[src/rtl/loop_sequencer.sv]
// loop_sequencer
//   Initiator side of the perf_sys loop-limit interface. Steps a workload one
//   iteration at a time over a req/ack handshake, lets the loop limiter settle,
//   then commits the limiter's incremented count. A run ends on target reached,
//   limiter fail, ack timeout, bad count or abort.
//
// Ports
//   clk                     in   rising-edge clock
//   reset                   in   asynchronous, active-high
//   start                   in   1-cycle pulse, begins a run when idle
//   abort                   in   level, cancels the active run
//   target_loops    [15:0]  in   iterations requested, sampled on accepted start
//   iter_ack                in   workload finished current iteration
//   current_loop_actualize  in   limiter's incremented count (0 = rejected)
//   limit_fail              in   limiter fail flag
//   current_loop    [15:0]  out  committed loop count to limiter
//   stop                    out  1 = limiter halted, 0 = limiter checking
//   iter_req                out  request one workload iteration
//   busy                    out  run in progress
//   done                    out  1-cycle pulse, target reached
//   error                   out  sticky, run ended abnormally
//   error_code      [1:0]   out  00 none, 01 limit, 10 ack timeout, 11 bad count
//   loops_done      [15:0]  out  final committed count of last run
//
// state  | meaning
// S_IDLE   | waiting for start
// S_ISSUE  | iter_req high, ack timer running
// S_SETTLE | waiting for limiter outputs, then sample once
// S_DONE   | target reached, done pulse
// S_FAIL   | run ended abnormally, error raised
module loop_sequencer #(
  parameter int LIM_LAT     = 2,
  parameter int ACK_TIMEOUT = 255
) (
  input  logic        clk,
  input  logic        reset,
  input  logic        start,
  input  logic        abort,
  input  logic [15:0] target_loops,
  input  logic        iter_ack,
  input  logic [15:0] current_loop_actualize,
  input  logic        limit_fail,
  output logic [15:0] current_loop,
  output logic        stop,
  output logic        iter_req,
  output logic        busy,
  output logic        done,
  output logic        error,
  output logic [1:0]  error_code,
  output logic [15:0] loops_done
);

  localparam int SW = (LIM_LAT < 1) ? 1 : $clog2(LIM_LAT + 1);
  localparam logic [SW-1:0] LAT_LOAD = SW'(LIM_LAT);
  // Down-counter: ISSUE lasts at most ACK_TIMEOUT cycles (terminal count 0).
  localparam logic [7:0]    ACK_LOAD = 8'(ACK_TIMEOUT - 1);

  localparam logic [1:0] CODE_NONE  = 2'b00;
  localparam logic [1:0] CODE_LIMIT = 2'b01;
  localparam logic [1:0] CODE_TMO   = 2'b10;
  localparam logic [1:0] CODE_BAD   = 2'b11;

  typedef enum logic [2:0] {
    S_IDLE,
    S_ISSUE,
    S_SETTLE,
    S_DONE,
    S_FAIL
  } state_t;

  state_t          state, state_nx;
  logic [15:0]     target_q, target_nx;
  logic [15:0]     cur_nx, ld_nx;
  logic [7:0]      ack_tmr, ack_nx;
  logic [SW-1:0]   set_tmr, set_nx;
  logic            err_nx;
  logic [1:0]      code_nx;
  logic            count_ok;

  // 17-bit compare so a count of 0xFFFF never matches a wrapped 0.
  assign count_ok = ({1'b0, current_loop_actualize} == ({1'b0, current_loop} + 17'd1));

  always_ff @(posedge clk or posedge reset) begin
    if (reset) begin
      state        <= S_IDLE;
      target_q     <= '0;
      current_loop <= '0;
      loops_done   <= '0;
      ack_tmr      <= '0;
      set_tmr      <= '0;
      error        <= 1'b0;
      error_code   <= CODE_NONE;
    end else begin
      state        <= state_nx;
      target_q     <= target_nx;
      current_loop <= cur_nx;
      loops_done   <= ld_nx;
      ack_tmr      <= ack_nx;
      set_tmr      <= set_nx;
      error        <= err_nx;
      error_code   <= code_nx;
    end
  end

  always_comb begin
    state_nx  = state;
    target_nx = target_q;
    cur_nx    = current_loop;
    ld_nx     = loops_done;
    ack_nx    = ack_tmr;
    set_nx    = set_tmr;
    err_nx    = error;
    code_nx   = error_code;

    case (state)
      S_IDLE: begin
        if (start) begin
          target_nx = target_loops;
          cur_nx    = '0;
          err_nx    = 1'b0;
          code_nx   = CODE_NONE;
          if (target_loops == 16'd0) begin
            ld_nx    = '0;
            state_nx = S_DONE;
          end else begin
            ack_nx   = ACK_LOAD;
            state_nx = S_ISSUE;
          end
        end
      end

      S_ISSUE: begin
        if (abort) begin
          ld_nx    = current_loop;
          err_nx   = 1'b0;
          code_nx  = CODE_NONE;
          state_nx = S_IDLE;
        end else if (iter_ack) begin
          // An ack arriving on the last allowed cycle still counts.
          set_nx   = LAT_LOAD;
          state_nx = S_SETTLE;
        end else if (ack_tmr == 8'd0) begin
          err_nx   = 1'b1;
          code_nx  = CODE_TMO;
          state_nx = S_FAIL;
        end else begin
          ack_nx = ack_tmr - 8'd1;
        end
      end

      S_SETTLE: begin
        if (abort) begin
          ld_nx    = current_loop;
          err_nx   = 1'b0;
          code_nx  = CODE_NONE;
          state_nx = S_IDLE;
        end else if (set_tmr != '0) begin
          set_nx = set_tmr - SW'(1);
        end else if (limit_fail) begin
          err_nx   = 1'b1;
          code_nx  = CODE_LIMIT;
          state_nx = S_FAIL;
        end else if (!count_ok) begin
          err_nx   = 1'b1;
          code_nx  = CODE_BAD;
          state_nx = S_FAIL;
        end else begin
          cur_nx = current_loop_actualize;
          if (current_loop_actualize == target_q) begin
            state_nx = S_DONE;
          end else begin
            ack_nx   = ACK_LOAD;
            state_nx = S_ISSUE;
          end
        end
      end

      S_DONE: begin
        ld_nx    = current_loop;
        state_nx = S_IDLE;
      end

      S_FAIL: begin
        ld_nx    = current_loop;
        state_nx = S_IDLE;
      end

      default: state_nx = S_IDLE;
    endcase
  end

  assign busy     = (state == S_ISSUE) || (state == S_SETTLE);
  assign stop     = !busy;
  assign iter_req = (state == S_ISSUE);
  assign done     = (state == S_DONE);

endmodule
[config.mk]
export PLATFORM = sky130hd
export DESIGN_NAME = loop_sequencer
export DESIGN_NICKNAME = d
export VERILOG_FILES = /design/src/rtl/loop_sequencer.sv
export SDC_FILE = /design/constraint.sdc
export NUM_CORES = 1
export LEC_CHECK = 0
export BUFFER_PORTS_ARGS = -buffer_cell sky130_fd_sc_hd__buf_2
export CAP_MARGIN = 15
export CELL_PAD_IN_SITES_DETAIL_PLACEMENT = 1
export CELL_PAD_IN_SITES_GLOBAL_PLACEMENT = 2
export CORE_MARGIN = 2
export CORE_UTILIZATION = 33
export DETAILED_ROUTE_END_ITERATION = 10
export PLACE_DENSITY = 0.88
export SETUP_SLACK_MARGIN = 0.4
export SLEW_MARGIN = 10
export SYNTH_ARGS = -nofsm -noshare
export SYNTH_HDL_FRONTEND = slang
export SYNTH_SLANG_ARGS = --single-unit
[constraint.sdc]
create_clock -name clk -period 3.4 [get_ports clk]
set_input_delay 0.68 -clock clk [delete_from_list [all_inputs] [get_ports clk]]
set_output_delay 0.68 -clock clk [all_outputs]
set_load 0.1 [all_outputs]
==> impl_results.md, run 1 <==
- Status: completed
- Die height: 109 um
- FF+latch count, synth: between 60 and 70
- CTS max path bufs: 2
- Post-route ant nets: 0
- Area Overhead vs Synth: 19.7%
- Synth async-reset ratio: 100%
- Slew headroom: between 50% and 60%
- Worst slew pin tran: roughly 0.74 ns
- Data required, critical path: approximately 3.6 ns
- CTS H-tree lvls: 3
- Syn. warnings: 0
- Setup Skew: between 0.015 and 0.02 ns
- Total track usage: 19.7%
- Layout cells sized above 1: a little over a quarter
- Residual DRC: 0
- R2R setup slack: 0.58 ns
- Worst EP arrival: 3.06 ns
- Ant diodes: 0
- Final hold vios: 0
- Post-synth top flop: dfrtp_1
- Cts hold-fix bufs: 0
- Post-synth EDFFs: 0
- Layout net count: about 520
- Vias post-DR: roughly 3400
- CP Class: flop to flop
- Overall die width: around 110 um
- Die ar.: 11900 um2
- Pin count of the biggest net entering global routing: 34
- CP Launch Type: flop
- Setup TNS: 0 ns
- IO Port Bufs: 76
- RSZ-0062 raised after global routing: false
- Worst-Skew Late Latency: roughly 0.36 ns
- Total power density per cell area: 560 nW/um2
- Critical Path Start: current_loop[0]
- CP Capture Type: flop
- CP max FO: 6
- Row cnt: 38
- Global route total overflow: 0
- # clock sinks: 64
- Number of buffers created by CTS: 9
- Worst hold path type: input port to asynchronous set/reset pin
- Initial antenna violation count: 0
- DRT Pass-1 Iters: 4
- Syn avg cell area: slightly above 9 um2
- Max Slew Vio Count: 0
- Number of global-route vias before repair: roughly 3300
- Clk slew on worst S/H paths: approximately 0.080 ns
- Core footprint: 10800 um2
- Peak Freq: 355 MHz
- Post-CTS Setup Inserts: 0
- Static leakage: slightly above 2 nW
- Root buf cell: clkbuf_8
- Post-layout util: 40.4%
- CTS tree: built
- Post-synth cell types: a little under 60
- Peak supply drop: approximately 0.00040 V
- Worst r2r path cells: 8
- Post-route clock period utilization: roughly 83%
- Min Tclk post-route: ~2.8 ns
- Maximum capacitance violations: 0
- Routability Congestion: about 0.84
- # resized after CTS: 0
- Starting Density: 33.7%
- Avg WL per Cell: 17.6 um
- Vias per cell: roughly 5.4
- Post-synthesis sequential area ratio: a little over two fifths
- DP Wirelength: around 8.3 mm
- Cells after Synth: about 400
- Syn_nets: 443
- Reg-to-reg startpoint: current_loop[0]
- Global-route wire length before repair: 17.9 mm
- CP endpoint: ack_tmr[7]
- DRT iter0 DRCs: 162
- Total Wirelength: around 11 mm
- # setup viols final: 0
- Io pins: 77
- Synthesized cell area: roughly 3700 um2
- Reg-to-reg critical path endpoint: ack_tmr[7]
==> worst min-delay path by stage <==
stage,slack [ns],endpoint,cells after the start
2_1_floorplan,0.46,ack_tmr[7],1
3_3_place_gp,0.48,ack_tmr[7],1
3_5_place_dp,0.49,target_q[8],2
4_1_cts,0.44,target_q[13],2
5_1_grt,0.49,target_q[4],2
6_report,0.42,target_q[1],2
==> metal layers <==
layer	share of wire, %	vias to the layer above	global-route usage (%)	routed length (um)
li1	-	1601	-	-
met1	47	1672	27.2	5220
met2	47	71	30.6	5150
met3	4.2	11	4.12	459
met4	1.5	0	6.51	170
met5	0	-	0	0
==> state kept, by name (all words and copies together), names as in the netlist <==
signal        count
ack_tmr           8
current_loop     16
error             1
error_code        2
loops_done       16
set_tmr           2
state             3
target_q         16
==> kinds of logic (layout without fill, tap and decap cells) <==
family	count (synthesis)	in the layout	synth area share (%)
simple gates	174	174	23.1
compound gates	89	89	18.9
flops	64	64	43.8
xor+xnor	35	35	8.38
buf+inv	33	116	3.87
fa+ha+maj	5	5	1.64
mux	1	1	0.274
==> cell usage after synthesis, types with 3 or more instances <==
master	count	area, um2
o211ai_1	5	37.5
a211o_1	3	26.3
ha_1	4	50.1
nand4_1	7	43.8
dfrtp_1	64	1600
inv_1	17	63.8
nand3_1	8	40.0
nand2b_1	3	18.8
xnor2_1	10	87.6
xor2_1	25	219
nor2_1	23	86.3
clkbuf_1	12	45.0
nand2_1	87	327
a22o_1	18	158
a21oi_1	10	50.1
o2bb2ai_1	16	140
or3_1	4	25.0
nor3_1	8	40.0
nor4_1	16	100
o21ai_0	13	65.1
==> through the flow <==
step           instance area, um2  hold WS (ns)  total power, mW  setup WS, ns  cells
4_1_cts                      4380         0.442             2.49         0.553    624
6_report                     4380         0.424             2.45         0.580    624
2_1_floorplan                3680         0.455             1.66         0.419    401
3_5_place_dp                 4220         0.491             1.91         0.452    608
3_3_place_gp                 4220         0.478             1.87         0.570    608
5_1_grt                      4380         0.491             2.62         0.412    624
==> cell usage in the layout, fill, tap and decap left out, types with 3 or more instances in the layout <==
| master | netlist | layout |
|---|---|---|
| a211o_1 | 3 | 3 |
| a21oi_1 | 10 | 10 |
| a22o_1 | 18 | 18 |
| buf_2 | 2 | 76 |
| buf_4 | 0 | 7 |
| clkbuf_1 | 12 | 3 |
| clkbuf_8 | 0 | 9 |
| clkinv_2 | 0 | 3 |
| dfrtp_1 | 64 | 52 |
| dfrtp_2 | 0 | 12 |
| ha_1 | 4 | 4 |
| inv_1 | 17 | 16 |
| nand2_1 | 87 | 86 |
| nand2b_1 | 3 | 3 |
| nand3_1 | 8 | 8 |
| nand4_1 | 7 | 7 |
| nor2_1 | 23 | 23 |
| nor3_1 | 8 | 8 |
| nor4_1 | 16 | 15 |
| o211ai_1 | 5 | 5 |
| o21ai_0 | 13 | 13 |
| o2bb2ai_1 | 16 | 16 |
| or3_1 | 4 | 4 |
| xnor2_1 | 10 | 10 |
| xor2_1 | 25 | 25 |
==> cell type report <==
class	count	area, um2
multi-input cells	304	1930
well taps	140	175
fillers	1304	6460
clock inverters	4	23.8
clock buffers	12	135
inverters	17	63.8
flip-flops and latches	64	1620
repair buffers	83	433
==> worst max-delay path: stages (launching register included) <==
cell      delay, ns
dfrtp_2        0.47
ha_1           0.28
nand4_1        0.18
o311ai_0       0.17
a211o_1        0.29
o211ai_1       0.18
nor4b_2        0.52
a21oi_2        0.21
o41ai_1        0.41
==> report_power, final <==
part,internal [mW],switching [mW]
combinational,0.246,0.593
clock,0.263,0.298
sequential,0.912,0.141
(Power assumes the default switching activity.)
==> run 2, diff against run 1 <==
--- a/config.mk
+++ b/config.mk
@@ -5,12 +5,13 @@
 export SDC_FILE = /design/constraint.sdc
 export NUM_CORES = 1
 export LEC_CHECK = 0
+export ABC_AREA = 1
 export BUFFER_PORTS_ARGS = -buffer_cell sky130_fd_sc_hd__buf_2
 export CAP_MARGIN = 15
 export CELL_PAD_IN_SITES_DETAIL_PLACEMENT = 1
 export CELL_PAD_IN_SITES_GLOBAL_PLACEMENT = 2
 export CORE_MARGIN = 2
-export CORE_UTILIZATION = 33
+export CORE_UTILIZATION = 31
 export DETAILED_ROUTE_END_ITERATION = 10
 export PLACE_DENSITY = 0.88
 export SETUP_SLACK_MARGIN = 0.4
==> constraint.sdc (replaced) <==
create_clock -name clk -period 2.96 [get_ports clk]
set_input_delay 0.592 -clock clk [delete_from_list [all_inputs] [get_ports clk]]
set_output_delay 0.592 -clock clk [all_outputs]
set_load 0.1 [all_outputs]
==> run 2 against run 1 <==
Compared with the run above:
- clock power grew 77%
- setup slack lost 0.041 ns
- sequential share of layout area shrank 5.4 points
- wire length grew 28%
- total power grew to 2.5 times the previous value
- die area grew 19%
==> impl_results.md, run 2 <==
- Status: completed
- Vias post-DR: approximately 4100
- Global-route wire length before repair: between 20 and 25 mm
- Max Slew Vio Count: 0
- CP Capture Type: output pin
- Synth async-reset ratio: 100%
- Total power density per cell area: about 1200 nW/um2
- Commonest non-fill, non-tap cell in the layout: nand2_1
- Top post-synthesis cells by area: dfrtp_1, nand2_1, inv_1, nor2_1, nand4_1
- Biggest area consumer among synthesized cells: dfrtp_1
- DP Wirelength: between 10 and 15 mm
- Total track usage: 20.1%
- Slew headroom: between 40% and 50%
- Syn avg cell area: 7.07 um2
- Post-layout util: a little under 40%
- Global route total overflow: 0
- Peak supply drop: about 0.00041 V
- Post-route clock period utilization: 81.8%
- Fin cells: around 850
- Total power: about 6.1 mW
- Maximum capacitance violations: 0
- RSZ-0062 raised after global routing: false
- Starting Density: a little under a third
- Pin count of the biggest net entering global routing: 34
- Worst hold path type: input port to asynchronous set/reset pin
- Synthesized cell area: a little over 4000 um2
- Avg WL per Cell: approximately 16 um
- Core footprint: between 10000 and 15000 um2
- Row cnt: 42
- FF+latch count, synth: 64
- Cells after Synth: a little under 600
- Data required, critical path: between 2 and 2.5 ns
- CP max FO: 9
- Final hold vios: 0
- DRT iter0 DRCs: 161
- Most frequent cells in the layout: nand2_1, inv_1, buf_2
- # clock sinks: 64
- Synth top area share: 39.0%
- Routability Congestion: roughly 0.9
- CTS max path bufs: 2
- # setup viols final: 0
- Setup TNS: 0 ns
- Most instantiated library cell after synthesis: nand2_1
- Post-synth top flop: dfrtp_1
- Total Wirelength: ~14 mm
- Post-synthesis sequential area ratio: 39.0%
- Post-synth cell types: 34
- Placed instance count: approximately 830
- Post-synth EDFFs: 0
- Overall die width: about 120 um
- Initial antenna violation count: 0
- Worst-Skew Late Latency: roughly 0.33 ns
- CTS H-tree lvls: 3
- Layout net count: a little over 700
- Ant diodes: 0
- Io pins: 77
- CP Launch Type: flop
- CTS tree: built
- Root buf cell: clkbuf_16
- Vias per cell: 4.86
- Static leakage: between 2 and 3 nW
- Number of global-route vias before repair: 4389
- Die ar.: 14200 um2
- Top flop regs: current_loop: 16 flops, loops_done: 16 flops, target_q: 16 flops
- Peak Freq: 413 MHz
- Layout cells sized above 1: 23.6%
- Syn_nets: between 600 and 700
- Area Overhead vs Synth: 24.4%
- Setup Skew: approximately 0.01 ns
- DRT Pass-1 Iters: 4
- Clk slew on worst S/H paths: roughly 0.06 ns
- Post-route ant nets: 0
- Residual DRC: 0
- Hold_ws: around 0.4 ns
- Worst slew pin tran: a little under 0.8 ns
- CP Class: flop to output pin
- Number of buffers created by CTS: 9
- Min Tclk post-route: roughly 2.4 ns
- Worst EP arrival: 1.83 ns
- Syn. warnings: 0
- Worst r2r path cells: 14
- Top cells by count, synth: nand2_1, inv_1, nor2_1, dfrtp_1, nand3_1
- Die height: 119 um
- IO Port Bufs: 76
-- run 2: changes by cell type in the layout (fill, tap and decap cells not counted), sizes merged, moves of 16 or more --
cell     delta
a22o       -18
inv        +84
nand2      +84
nand3      +27
nand4      +22
nor2       +52
o22ai      +16
o2bb2ai    -16
-- run 2: cells by family (layout without fill, tap and decap cells) --
logic type | after synthesis | count (layout) | synth area share [%]
muxes | 6 | 6 | 1.64
DFF | 64 | 64 | 39.0
buffers and inverters | 117 | 211 | 11.2
adders and majority gates | 4 | 4 | 1.22
xor gates and xnor gates | 21 | 21 | 4.47
AOI/OAI and AO/OA | 49 | 49 | 7.61
and+or+nand+nor | 320 | 322 | 34.9
-- run 2: final timing paths --
path | endpoint | startpoint | slack [ns]
max | iter_req | state[2] | 0.54
min | target_q[8] | reset | 0.39
max reg2reg | current_loop[0] | current_loop[0] | 0.59
min reg2reg | error | error | 0.48
max in group asynchronous | current_loop[7] | reset | 1.90
min in group clk | error | error | 0.48
-- run 2: metal layers --
metal	track usage (%)	part of all wire, %	up-vias
met5	0	0	-
met4	9.67	2.9	0
met3	2.44	3.6	26
met2	32.4	47	96
met1	26.6	46	2004
li1	-	-	2021
-- run 2: where the power goes --
group | internal [mW] | total, mW | leakage, nW | switching, mW
logic | 0.823 | 3.59 | 1.76 | 2.76
clock network | 0.589 | 0.991 | 0.126 | 0.402
registers | 1.24 | 1.56 | 0.813 | 0.319
-- run 2: layout make-up --
type | count | area, um2
Multi-Input combinational cell | 402 | 2100
Clock inverter | 3 | 20.0
Timing Repair Buffer | 90 | 503
Tap cell | 176 | 220
Clock buffer | 13 | 250
Sequential cell | 64 | 1610
Inverter | 105 | 403
Fill cell | 1656 | 7970
-- run 2: through the flow --
step                cell area [um2]  setup WS (ns)
global route                   5110          0.386
CTS                            4990          0.463
floorplan                      4130          0.414
finish                         5110          0.538
detailed placement             4720          0.398
global placement               4720          0.510
-- run 2: critical path: stages, from the launching register on --
cell	delay [ns]
dfrtp_1	0.45
nor2_1	0.13
nand2_1	0.23
inv_1	0.23
buf_2	0.46
-- run 2: repair_timing --
item,CTS,global route
hold buffers,0,0
cloned,0,2
setup endpoints to repair,7,26
setup buffers,0,9
pin swaps,0,3
gates resized for setup,1,7
==> run 3, diff against run 2 <==
--- a/config.mk
+++ b/config.mk
@@ -11,9 +11,9 @@
 export CELL_PAD_IN_SITES_DETAIL_PLACEMENT = 1
 export CELL_PAD_IN_SITES_GLOBAL_PLACEMENT = 2
 export CORE_MARGIN = 2
-export CORE_UTILIZATION = 31
+export CORE_UTILIZATION = 28
 export DETAILED_ROUTE_END_ITERATION = 10
-export PLACE_DENSITY = 0.88
+export PLACE_DENSITY = 0.84
 export SETUP_SLACK_MARGIN = 0.4
 export SLEW_MARGIN = 10
 export SYNTH_ARGS = -nofsm -noshare
==> constraint.sdc (replaced) <==
create_clock -name clk -period 2.2 [get_ports clk]
set_input_delay 0.44 -clock clk [delete_from_list [all_inputs] [get_ports clk]]
set_output_delay 0.44 -clock clk [all_outputs]
set_load 0.1 [all_outputs]
==> run 3 against run 2 <==
Compared with the run above:
- the flow now finishes with violations (negative setup slack)
- clock skew down 0.0011 ns
- combinational power up 68%
- setup slack worse by 0.56 ns
- critical path depth up 8
- flip-flop and latch count unchanged
- cell area up 13%
- via count up 5.1%
- die area up 10%
- critical path type is now flop to flop
- non-clock buffer count up 39
==> impl_results.md, run 3 (synthesized netlist as in run 2, its figures left out) <==
- Status: complete, but fails checks
- Failing checks: negative setup slack
- CP Launch Type: flop
- Starting Density: between 20% and 30%
- Metal3 WL: ~530 um
- Number of buffers created by CTS: 9
- Peak supply drop: about 0.00064 V
- Max Slew Vio Count: 0
- CTS tree: built
- Reg-to-reg startpoint: state[0]
- CP max FO: 8
- Worst-Skew Late Latency: roughly 0.35 ns
- Final hold vios: 0
- Post-route clock period utilization: 101%
- Io pins: a little under 80
- IO Port Bufs: 76
- WL met1: 7.25 mm
- CTS max path bufs: 2
- # setup viols final: 2
- Min Tclk post-route: between 2 and 2.5 ns
- Commonest non-fill, non-tap cell in the layout: nand2_1
- CP peak stage delay: between 0.3 and 0.4 ns
- Post-route ant nets: 0
- Residual DRC: 0
- Pin count of the biggest net entering global routing: 29
- Root buf cell: clkbuf_16
- Vias post-DR: about 4400
- Vias per cell: roughly 4.8
- Worst EP arrival: about 2.5 ns
- Area Overhead vs Synth: 41.0%
- Die ar.: approximately 16000 um2
- Cts hold-fix bufs: 0
- Worst slew pin tran: 0.506 ns
- Total track usage: 20.1%
- CP Class: flop to flop
- Initial antenna violation count: 0
- Worst r2r path cells: 12
- DRT iter0 DRCs: 242
- Most frequent cells in the layout: nand2_1, inv_1, buf_2
- Setup ws final: -0.0244 ns
- WL met2: between 7 and 8 mm
- Global route total overflow: 0
- CP Cell Sequence: inv_2 -> buf_4 -> nand3_4 -> inv_1 -> nand2_1 -> nand2_1 -> nor4_1 -> nand3_1 -> nor2_2 -> nand2_8 -> nand2_4 -> o21ai_2
- Peak Freq: 450 MHz
- Layout net count: between 700 and 800
- CP Capture Type: flop
- Die height: 125 um
- # clock sinks: 64
- Core footprint: 14400 um2
- Routability Congestion: about 0.87
- Total power density per cell area: about 1700 nW/um2
- Overall die width: roughly 130 um
- CP endpoint: ack_tmr[6]
- Avg WL per Cell: about 18 um
- Row cnt: 44
- CTS H-tree lvls: 3
- RSZ-0062 raised after global routing: true
- Reg-to-reg critical path endpoint: ack_tmr[6]
- Top layer in use: met4
- R2R setup slack: -0.02 ns
- Worst hold path type: input port to asynchronous set/reset pin
- Top flop regs: current_loop: 16 flops, loops_done: 16 flops, target_q: 16 flops
- Ant diodes: 0
- Layout cells sized above 1: approximately a third
- Total Wirelength: ~16 mm
- Setup TNS: -0.0278 ns
- Number of global-route vias before repair: 4622
- Maximum capacitance violations: 0
- DP Wirelength: about 11 mm
- Static leakage: a little under 3 nW
- DRT Pass-1 Iters: 4
- Hold_ws: between 0.15 and 0.2 ns
- Data required, critical path: between 2 and 2.5 ns
- Slew headroom: between 60% and 70%
- Critical path's slowest cell: dfrtp_1
- Clk slew on worst S/H paths: 0.06 ns
- CP most frequent cell: nand2_1
- Setup Skew: 0.00858 ns
- Global-route wire length before repair: ~25 mm
- Critical Path Start: state[0]
==> run 3: cell types whose count changed in the layout (fill, tap and decap cells not counted), moves of 9 or more <==
cell | before | now
nand2_2 | 10 | 20
nor2_1 | 67 | 57
buf_6 | 0 | 9
nand2_1 | 159 | 143
buf_4 | 13 | 42
==> run 3: power by group <==
group	internal, mW	switching (mW)
registers	1.67	0.431
clock network	0.941	0.561
logic	1.81	4.23
total	4.42	5.22
==> run 3: layout make-up <==
class                      count  area (um2)
clock buffer                  14         264
clock inverter                 2        37.5
fill                        1820        8630
inverter                     105         407
multi-input combinational    402        2300
sequential                    64        1620
tap                          184         230
timing repair buffer         129         937
==> run 3: worst min-delay path by stage <==
stage | slack [ns] | to
after global placement | 0.47 | error
after CTS | 0.16 | target_q[2]
final | 0.15 | target_q[4]
after global routing | 0.18 | target_q[3]
after floorplan | 0.46 | set_tmr[0]
after detailed placement | 0.48 | error
==> run 3: critical path: cells and delay by family (launching register included) <==
family                 cells  cell delay, ns
buffers and inverters      3            0.30
flip-flops                 1            0.36
AO/OA/AOI/OAI              1            0.05
AND/OR/NAND/NOR            8            1.40
==> run 3: metal layers <==
layer | global-route usage (%) | up-vias
li1 | - | 2096
met1 | 26.1 | 2157
met3 | 3.25 | 25
met2 | 33.4 | 81
met5 | 0 | -
met4 | 8.10 | 0
==> run 3: per-stage QoR <==
step	cells	total power, mW	area [um2]	utilization (%)	worst slack (ns)
3_5_place_dp	850	7.20	4940	34.2	0.0169
3_3_place_gp	850	7.08	4940	34.2	0.0520
5_1_grt	900	10.2	5800	40.2	-0.148
2_1_floorplan	581	5.98	4220	-	-0.158
4_1_cts	880	9.11	5470	37.9	0.0505
6_report	900	9.65	5800	40.2	-0.0244
==> run 3: what timing repair did <==
| item | CTS | global route |
|---|---|---|
| setup endpoints to repair | 51 | 51 |
| gates cloned | 2 | 1 |
| buffers inserted | 12 | 19 |
| pin swaps | 3 | 17 |
| resized for setup | 30 | 45 |
